===== config.mk =====
export PLATFORM = sky130hd
export DESIGN_NAME = seq_multiplier_taint
export DESIGN_NICKNAME = d
export VERILOG_FILES = /design/src/rtl/seq_multiplier_taint.sv
export SDC_FILE = /design/constraint.sdc
export NUM_CORES = 1
export LEC_CHECK = 0
export BUFFER_PORTS_ARGS = -buffer_cell sky130_fd_sc_hd__buf_4
export CAP_MARGIN = 40
export CORE_MARGIN = 5
export CORE_UTILIZATION = 50
export DETAILED_ROUTE_END_ITERATION = 12
export HOLD_SLACK_MARGIN = 0.12
export PLACE_DENSITY = 0.72
export SLEW_MARGIN = 10
export SYNTH_ARGS = -nofsm -noshare
export SYNTH_HDL_FRONTEND = slang
export SYNTH_SLANG_ARGS = --single-unit

===== constraint.sdc =====
create_clock -name clk -period 16.85 [get_ports clk]
set_input_delay 1.685 -clock clk [delete_from_list [all_inputs] [get_ports clk]]
set_output_delay 1.685 -clock clk [all_outputs]
set_load 0.01 [all_outputs]

===== src/rtl/seq_multiplier_taint.sv =====
// Sequential shift-add multiplier with per-bit taint tracking, BITS_PER_CYCLE multiplier bits per cycle.
// Optional build macro MULT_EARLY_TERM_EN ends CALC once the remaining multiplier bits are all zero.
module seq_multiplier_taint #(
  parameter int WIDTH          = 32,
  parameter int BITS_PER_CYCLE = 1
) (
  input  logic               clk,
  input  logic               rst,
  input  logic               start,
  input  logic               start_t,
  input  logic [WIDTH-1:0]   multiplier,
  input  logic [WIDTH-1:0]   multiplier_t,
  input  logic [WIDTH-1:0]   multiplicand,
  input  logic [WIDTH-1:0]   multiplicand_t,
  input  logic               signed_mode,
  input  logic               signed_mode_t,
  output logic [2*WIDTH-1:0] product,
  output logic [2*WIDTH-1:0] product_t,
  output logic               productDone,
  output logic               productDone_t,
  output logic               busy,
  output logic               busy_t
);

  localparam int N  = WIDTH / BITS_PER_CYCLE;
  localparam int PW = 2 * WIDTH;
  localparam int SW = 2 * WIDTH + 1;
  localparam int CW = (N > 1) ? $clog2(N) : 1;
  localparam int B  = BITS_PER_CYCLE;

  typedef enum logic [1:0] {
    IDLE = 2'd0,
    CALC = 2'd1,
    DONE = 2'd2
  } state_t;

  // Taint of a carry chain: every bit at or above any tainted bit is tainted.
  function automatic logic [SW-1:0] smear_up(input logic [SW-1:0] x);
    logic [SW-1:0] r;
    r = x;
    for (int i = 1; i < SW; i++) r[i] = r[i] | r[i-1];
    return r;
  endfunction

  function automatic logic [WIDTH-1:0] smear_w(input logic [WIDTH-1:0] x);
    logic [WIDTH-1:0] r;
    r = x;
    for (int i = 1; i < WIDTH; i++) r[i] = r[i] | r[i-1];
    return r;
  endfunction

  state_t            state_q, state_d;
  logic [CW-1:0]     cnt_q, cnt_d;
  logic [WIDTH-1:0]  mplier_q, mplier_d, mplier_t_q, mplier_t_d;
  logic [SW-1:0]     mcand_q, mcand_d, mcand_t_q, mcand_t_d;
  logic [SW-1:0]     mask_q, mask_d, sum_q, sum_d, sum_t_q, sum_t_d;
  logic              neg_q, neg_d, all_t_q, all_t_d, ctrl_q, ctrl_d, et_q, et_d;
  logic [PW-1:0]     product_q, product_d, product_t_q, product_t_d;
  logic              done_q, done_d, done_t_q, done_t_d, busy_q, busy_d, busy_t_q, busy_t_d;

  logic [B-1:0]      chunk_s, chunk_t_s;
  logic [SW-1:0]     pp_s, pp_t_s, acc_s, acc_t_s;
  logic [WIDTH-1:0]  rem_s;
  logic              last_s, a_neg_s, b_neg_s, et_load_s;
  logic [PW-1:0]     res_s;

  assign chunk_s   = mplier_q[B-1:0];
  assign chunk_t_s = mplier_t_q[B-1:0];
  assign pp_s      = mcand_q * {{(SW-B){1'b0}}, chunk_s};
  assign acc_s     = sum_q + pp_s;
  assign acc_t_s   = smear_up(sum_t_q | pp_t_s);
  assign rem_s     = mplier_q >> B;
  assign res_s     = neg_q ? (~acc_s[PW-1:0] + PW'(1)) : acc_s[PW-1:0];
  assign a_neg_s   = signed_mode & multiplier[WIDTH-1];
  assign b_neg_s   = signed_mode & multiplicand[WIDTH-1];

`ifdef MULT_EARLY_TERM_EN
  assign last_s    = (cnt_q == CW'(N-1)) || (rem_s == {WIDTH{1'b0}});
  assign et_load_s = |multiplier_t;
`else
  assign last_s    = (cnt_q == CW'(N-1));
  assign et_load_s = 1'b0;
`endif

  // Partial-product taint: tainted chunk poisons everything from its offset upward.
  always_comb begin
    pp_t_s = {SW{1'b0}};
    if (|chunk_t_s) begin
      pp_t_s = mask_q;
    end else if (|chunk_s) begin
      pp_t_s = smear_up(mcand_t_q);
    end else begin
      pp_t_s = {SW{1'b0}};
    end
  end

  // Next-state, datapath and output-register logic.
  always_comb begin
    state_d     = state_q;
    cnt_d       = cnt_q;
    mplier_d    = mplier_q;
    mplier_t_d  = mplier_t_q;
    mcand_d     = mcand_q;
    mcand_t_d   = mcand_t_q;
    mask_d      = mask_q;
    sum_d       = sum_q;
    sum_t_d     = sum_t_q;
    neg_d       = neg_q;
    all_t_d     = all_t_q;
    ctrl_d      = ctrl_q;
    et_d        = et_q;
    product_d   = product_q;
    product_t_d = product_t_q;
    case (state_q)
      IDLE, DONE: begin
        if (start) begin
          mplier_d   = a_neg_s ? (~multiplier + WIDTH'(1)) : multiplier;
          mplier_t_d = a_neg_s ? smear_w(multiplier_t) : multiplier_t;
          mcand_d    = {{(SW-WIDTH){1'b0}}, (b_neg_s ? (~multiplicand + WIDTH'(1)) : multiplicand)};
          mcand_t_d  = {{(SW-WIDTH){1'b0}}, (b_neg_s ? smear_w(multiplicand_t) : multiplicand_t)};
          mask_d     = {SW{1'b1}};
          sum_d      = {SW{1'b0}};
          sum_t_d    = {SW{1'b0}};
          cnt_d      = {CW{1'b0}};
          neg_d      = a_neg_s ^ b_neg_s;
          // A tainted sign decision can flip the whole result.
          all_t_d    = (signed_mode_t & (multiplier[WIDTH-1] | multiplicand[WIDTH-1])) |
                       (signed_mode & (multiplier_t[WIDTH-1] | multiplicand_t[WIDTH-1]));
          ctrl_d     = start_t;
          et_d       = et_load_s;
          state_d    = CALC;
        end else begin
          state_d    = IDLE;
        end
      end
      CALC: begin
        sum_d      = acc_s;
        sum_t_d    = acc_t_s;
        mplier_d   = mplier_q >> B;
        mplier_t_d = mplier_t_q >> B;
        mcand_d    = mcand_q << B;
        mcand_t_d  = mcand_t_q << B;
        mask_d     = mask_q << B;
        cnt_d      = cnt_q + CW'(1);
        if (last_s) begin
          product_d   = res_s;
          product_t_d = (ctrl_q | all_t_q) ? {PW{1'b1}} : acc_t_s[PW-1:0];
          state_d     = DONE;
        end else begin
          state_d     = CALC;
        end
      end
      default: begin
        state_d = IDLE;
      end
    endcase
    busy_d   = (state_d == CALC);
    done_d   = (state_d == DONE);
    busy_t_d = ctrl_d | et_d;
    done_t_d = ctrl_d | et_d;
  end

  // State and output registers.
  always_ff @(posedge clk or posedge rst) begin
    if (rst) begin
      state_q     <= IDLE;
      cnt_q       <= {CW{1'b0}};
      mplier_q    <= {WIDTH{1'b0}};
      mplier_t_q  <= {WIDTH{1'b0}};
      mcand_q     <= {SW{1'b0}};
      mcand_t_q   <= {SW{1'b0}};
      mask_q      <= {SW{1'b0}};
      sum_q       <= {SW{1'b0}};
      sum_t_q     <= {SW{1'b0}};
      neg_q       <= 1'b0;
      all_t_q     <= 1'b0;
      ctrl_q      <= 1'b0;
      et_q        <= 1'b0;
      product_q   <= {PW{1'b0}};
      product_t_q <= {PW{1'b0}};
      done_q      <= 1'b0;
      done_t_q    <= 1'b0;
      busy_q      <= 1'b0;
      busy_t_q    <= 1'b0;
    end else begin
      state_q     <= state_d;
      cnt_q       <= cnt_d;
      mplier_q    <= mplier_d;
      mplier_t_q  <= mplier_t_d;
      mcand_q     <= mcand_d;
      mcand_t_q   <= mcand_t_d;
      mask_q      <= mask_d;
      sum_q       <= sum_d;
      sum_t_q     <= sum_t_d;
      neg_q       <= neg_d;
      all_t_q     <= all_t_d;
      ctrl_q      <= ctrl_d;
      et_q        <= et_d;
      product_q   <= product_d;
      product_t_q <= product_t_d;
      done_q      <= done_d;
      done_t_q    <= done_t_d;
      busy_q      <= busy_d;
      busy_t_q    <= busy_t_d;
    end
  end

  // While the control-taint flag is set every product bit reads as tainted.
  assign product       = product_q;
  assign product_t     = product_t_q | {PW{ctrl_q}};
  assign productDone   = done_q;
  assign productDone_t = done_t_q;
  assign busy          = busy_q;
  assign busy_t        = busy_t_q;

endmodule


==> results.yml <==
setup_path:
  cp_max_fo: 31
  cp_common_cell: "or4_1"
  cp.arrival_ps: 7220
  critical_path_class: "flop to flop"
  critPathTopFamily: "simple AND/OR/NAND/NOR gates"
  cpMaxStageDelayCell: "or4_1"
  cp_num_buf_inv: 0
  crit_chain: "and2_1, ha_1, o21a_1, nand3_1, a211o_1, o21ai_1, o21ai_0, xnor2_1, or4_1, or4_1, or4_1, or4_1, nor4_1, a211oi_1, or3_1"
  worstSetupStartpointType: "flop"
  max_stage_delay_ps: 790
  cp-end-kind: "flop"
  cp.required_ps: 17340
die:
  start_util_pct: 50.6
  die_h_um: 249
  die_area_mm2: 0.0621
  ioPinCount: 266
  die_w_um: 249
  core_area_mm2: 0.0565
  rows: 87
yosys:
  yosysSeqAreaShare_pct: 46.0
  synth-main-ff-cell: "dfrtp_1"
  ys_warn_count: 0
  syn_area_per_cell_um2: 9.44
  syn_inst: 3029
  async_flop_share_pct: 100
  ys_seq_elements: 526
  yosysUniqueCellTypes: 81
  syn_nets: 3232
  synth_edf_count: 0
  syn_area_mm2: 0.0286
route:
  drt.antenna.violating_nets: 0
  routed-via-count: 24700
  drc: 0
  wl_um: 80200
  routedWlPerCell_um: 20.0
  firstDrtPassIters: 5
  viasPerCell: 6.15
  drt_iter0_drc: 1819
timing:
  clock_skew_ps: 56.1
  fmax_ghz: 0.149
  maxSlewHeadroom_pct: 39.9
  drv_slew: 0
  finalHoldViolations: 0
  fin_crit_ps: 6730
  final.setup.tns_ps: 0
  rsz0062_at_grt: "false"
  timing.final.crit_share_pct: 40.0
  worstMarginPinSlew_ps: 902
  setup_violations: 0
pwr:
  vdd_drop_max_mv: 0.132
  cellPowerDensity_mw_per_mm2: 183
  p_leak_nw: 14.0
cts:
  insertion_delay_ps: 650
  root_buffer: "clkbuf_16"
  cts_buffer_depth: 3
  cts_hold_buf: 0
  clock_sinks: 526
  cts_tree: "done"
  post-cts-setup-buffers: 0
  clk_pin_slew_ps: 60
  cts_buffers: 56
  cts_htree_levels: 2
  cts_resized: 0
placed_design:
  gp_congestion: 0.946
  dp_cells: 3900
  port-buffer-count: 265
  place_hpwl_um: 55900
final_layout:
  fillerInstances: 4833
  register_area_mm2: 0.0132
  drive_gt1_share_pct: 16.3
  syn2layout_area_growth_pct: 16.7
  multi_input_area_mm2: 0.0146
  fin_cells: 4012
  finalNetCount: 3406
outcome:
  status: "finished clean"
global_route:
  gr-usage-all-layers_pct: 24.8
  grt_max_degree: 114
  grt_pass1_vias: 24500
  gr-total-overflow: 0
  antenna_found_initial: 8
  grt_pass1_wl_um: 130000
hold_path:
  hp-class: "flop to flop"
run:
  cap_viol_max_count: 0
[cells in the mapped netlist, types with 7 or more instances]
master	instances	area, um2
a211o_1	11	96.3
a211oi_1	15	113
a21o_1	33	248
a21oi_1	192	961
a221o_1	16	160
a221oi_1	17	149
a22o_1	128	1120
a22oi_1	113	848
a31oi_1	36	225
a41oi_1	10	87.6
and2_1	79	494
and3_1	21	131
and4_1	7	61.3
clkbuf_1	185	694
dfrtp_1	526	13200
ha_1	68	851
inv_1	54	203
nand2_1	251	942
nand2b_1	18	113
nand3_1	39	195
nand4_1	11	68.8
nor2_1	173	649
nor2b_1	9	56.3
nor3_1	46	230
nor4_1	20	125
o211ai_1	18	135
o21a_1	23	173
o21ai_0	336	1680
o21bai_1	7	52.6
o22a_1	76	666
o31ai_1	41	308
o41ai_1	14	123
or2_2	90	563
or3_1	46	288
or4_1	22	165
or4_4	8	90.1
xnor2_1	68	596
xor2_1	99	867
[worst min-delay path: stages, from the launching register on]
cell	delay [ps]
dfrtp_1	340
nand2_1	50
o21ai_0	60
[cell usage in the layout, fill, tap and decap left out, types with 68 or more instances in the layout]
cell       n
and2_1    79
a22o_1   128
o21ai_0  336
xnor2_1   68
xor2_1    99
nand2_1  249
nor2_1   172
dfrtp_1  524
or2_2     90
ha_1      68
a21oi_1  192
buf_4    294
o22a_1    76
a22oi_1  113
[path summary, 6_finish.rpt]
path	startpoint	end	slack, ps	depth (start not counted)
max	mplier_q[0]$_DFFE_PP0P_	product[63]$_DFFE_PP0P_	10120	15
min	sum_t_q[5]$_DFFE_PP0P_	sum_t_q[5]$_DFFE_PP0P_	480	2
max reg2reg	mplier_q[0]$_DFFE_PP0P_	product[63]$_DFFE_PP0P_	10120	15
min reg2reg	sum_t_q[5]$_DFFE_PP0P_	sum_t_q[5]$_DFFE_PP0P_	480	2
max in group asynchronous	rst	product_t_q[55]$_DFFE_PP0P_	13360	6
min in group asynchronous	rst	mcand_q[15]$_DFFE_PP0P_	1220	2
[state kept, by name (all words and copies together) (netlist names), 5 cells and up]
name	cells
mask_q	64
product	64
cnt_q	5
product_t_q	64
mplier_q	32
mcand_t_q	64
mcand_q	64
sum_q	64
sum_t_q	64
mplier_t_q	32
[stage by stage]
stage	total power, mW	setup slack [ps]	cell area (um2)	hold WS [ps]	utilization (%)
after floorplan	3.98	468	28600	442	-
after global placement	4.70	10070	31100	458	55.0
after detailed placement	4.82	10030	31400	470	55.6
after CTS	6.13	10130	33300	484	59.0
after global routing	6.54	9790	33400	503	59.1
final	6.12	10120	33400	480	59.1
[kinds of logic after synthesis]
| kind of cell | Yosys count | synth area share, % |
|---|---|---|
| AOI/OAI and AO/OA | 1141 | 26.7 |
| xor gates and xnor gates | 167 | 5.11 |
| adders and majority gates | 69 | 3.04 |
| buffers and inverters | 246 | 3.24 |
| DFF | 526 | 46.0 |
| muxes | 4 | 0.140 |
| and+or+nand+nor | 876 | 15.7 |
[power breakdown]
part / switching (mW) / internal [mW] / total, mW
logic: 1.60 / 1.14 / 2.74
registers: 0.371 / 1.72 / 2.09
clock network: 0.540 / 0.746 / 1.29
total: 2.51 / 3.61 / 6.12
[cell type report]
type                    instances  area share [%]
inverters                      54           0.629
well taps                     756            2.83
clock inverters                27            1.05
flip-flops and latches        526            39.4
diodes                          8          0.0599
multi-input cells            2257            43.6
clock buffers                  76            4.78
repair buffers                308            7.61
[routing by layer]
layer | vias up | part of all wire, % | global-route usage (%)
met4 | 0 | 3.1 | 8.33
met2 | 717 | 48 | 40.4
met3 | 137 | 5.2 | 3.36
li1 | 11600 | - | -
met1 | 12300 | 44 | 34.5
met5 | - | 0 | 0
(Power assumes the default switching activity.)
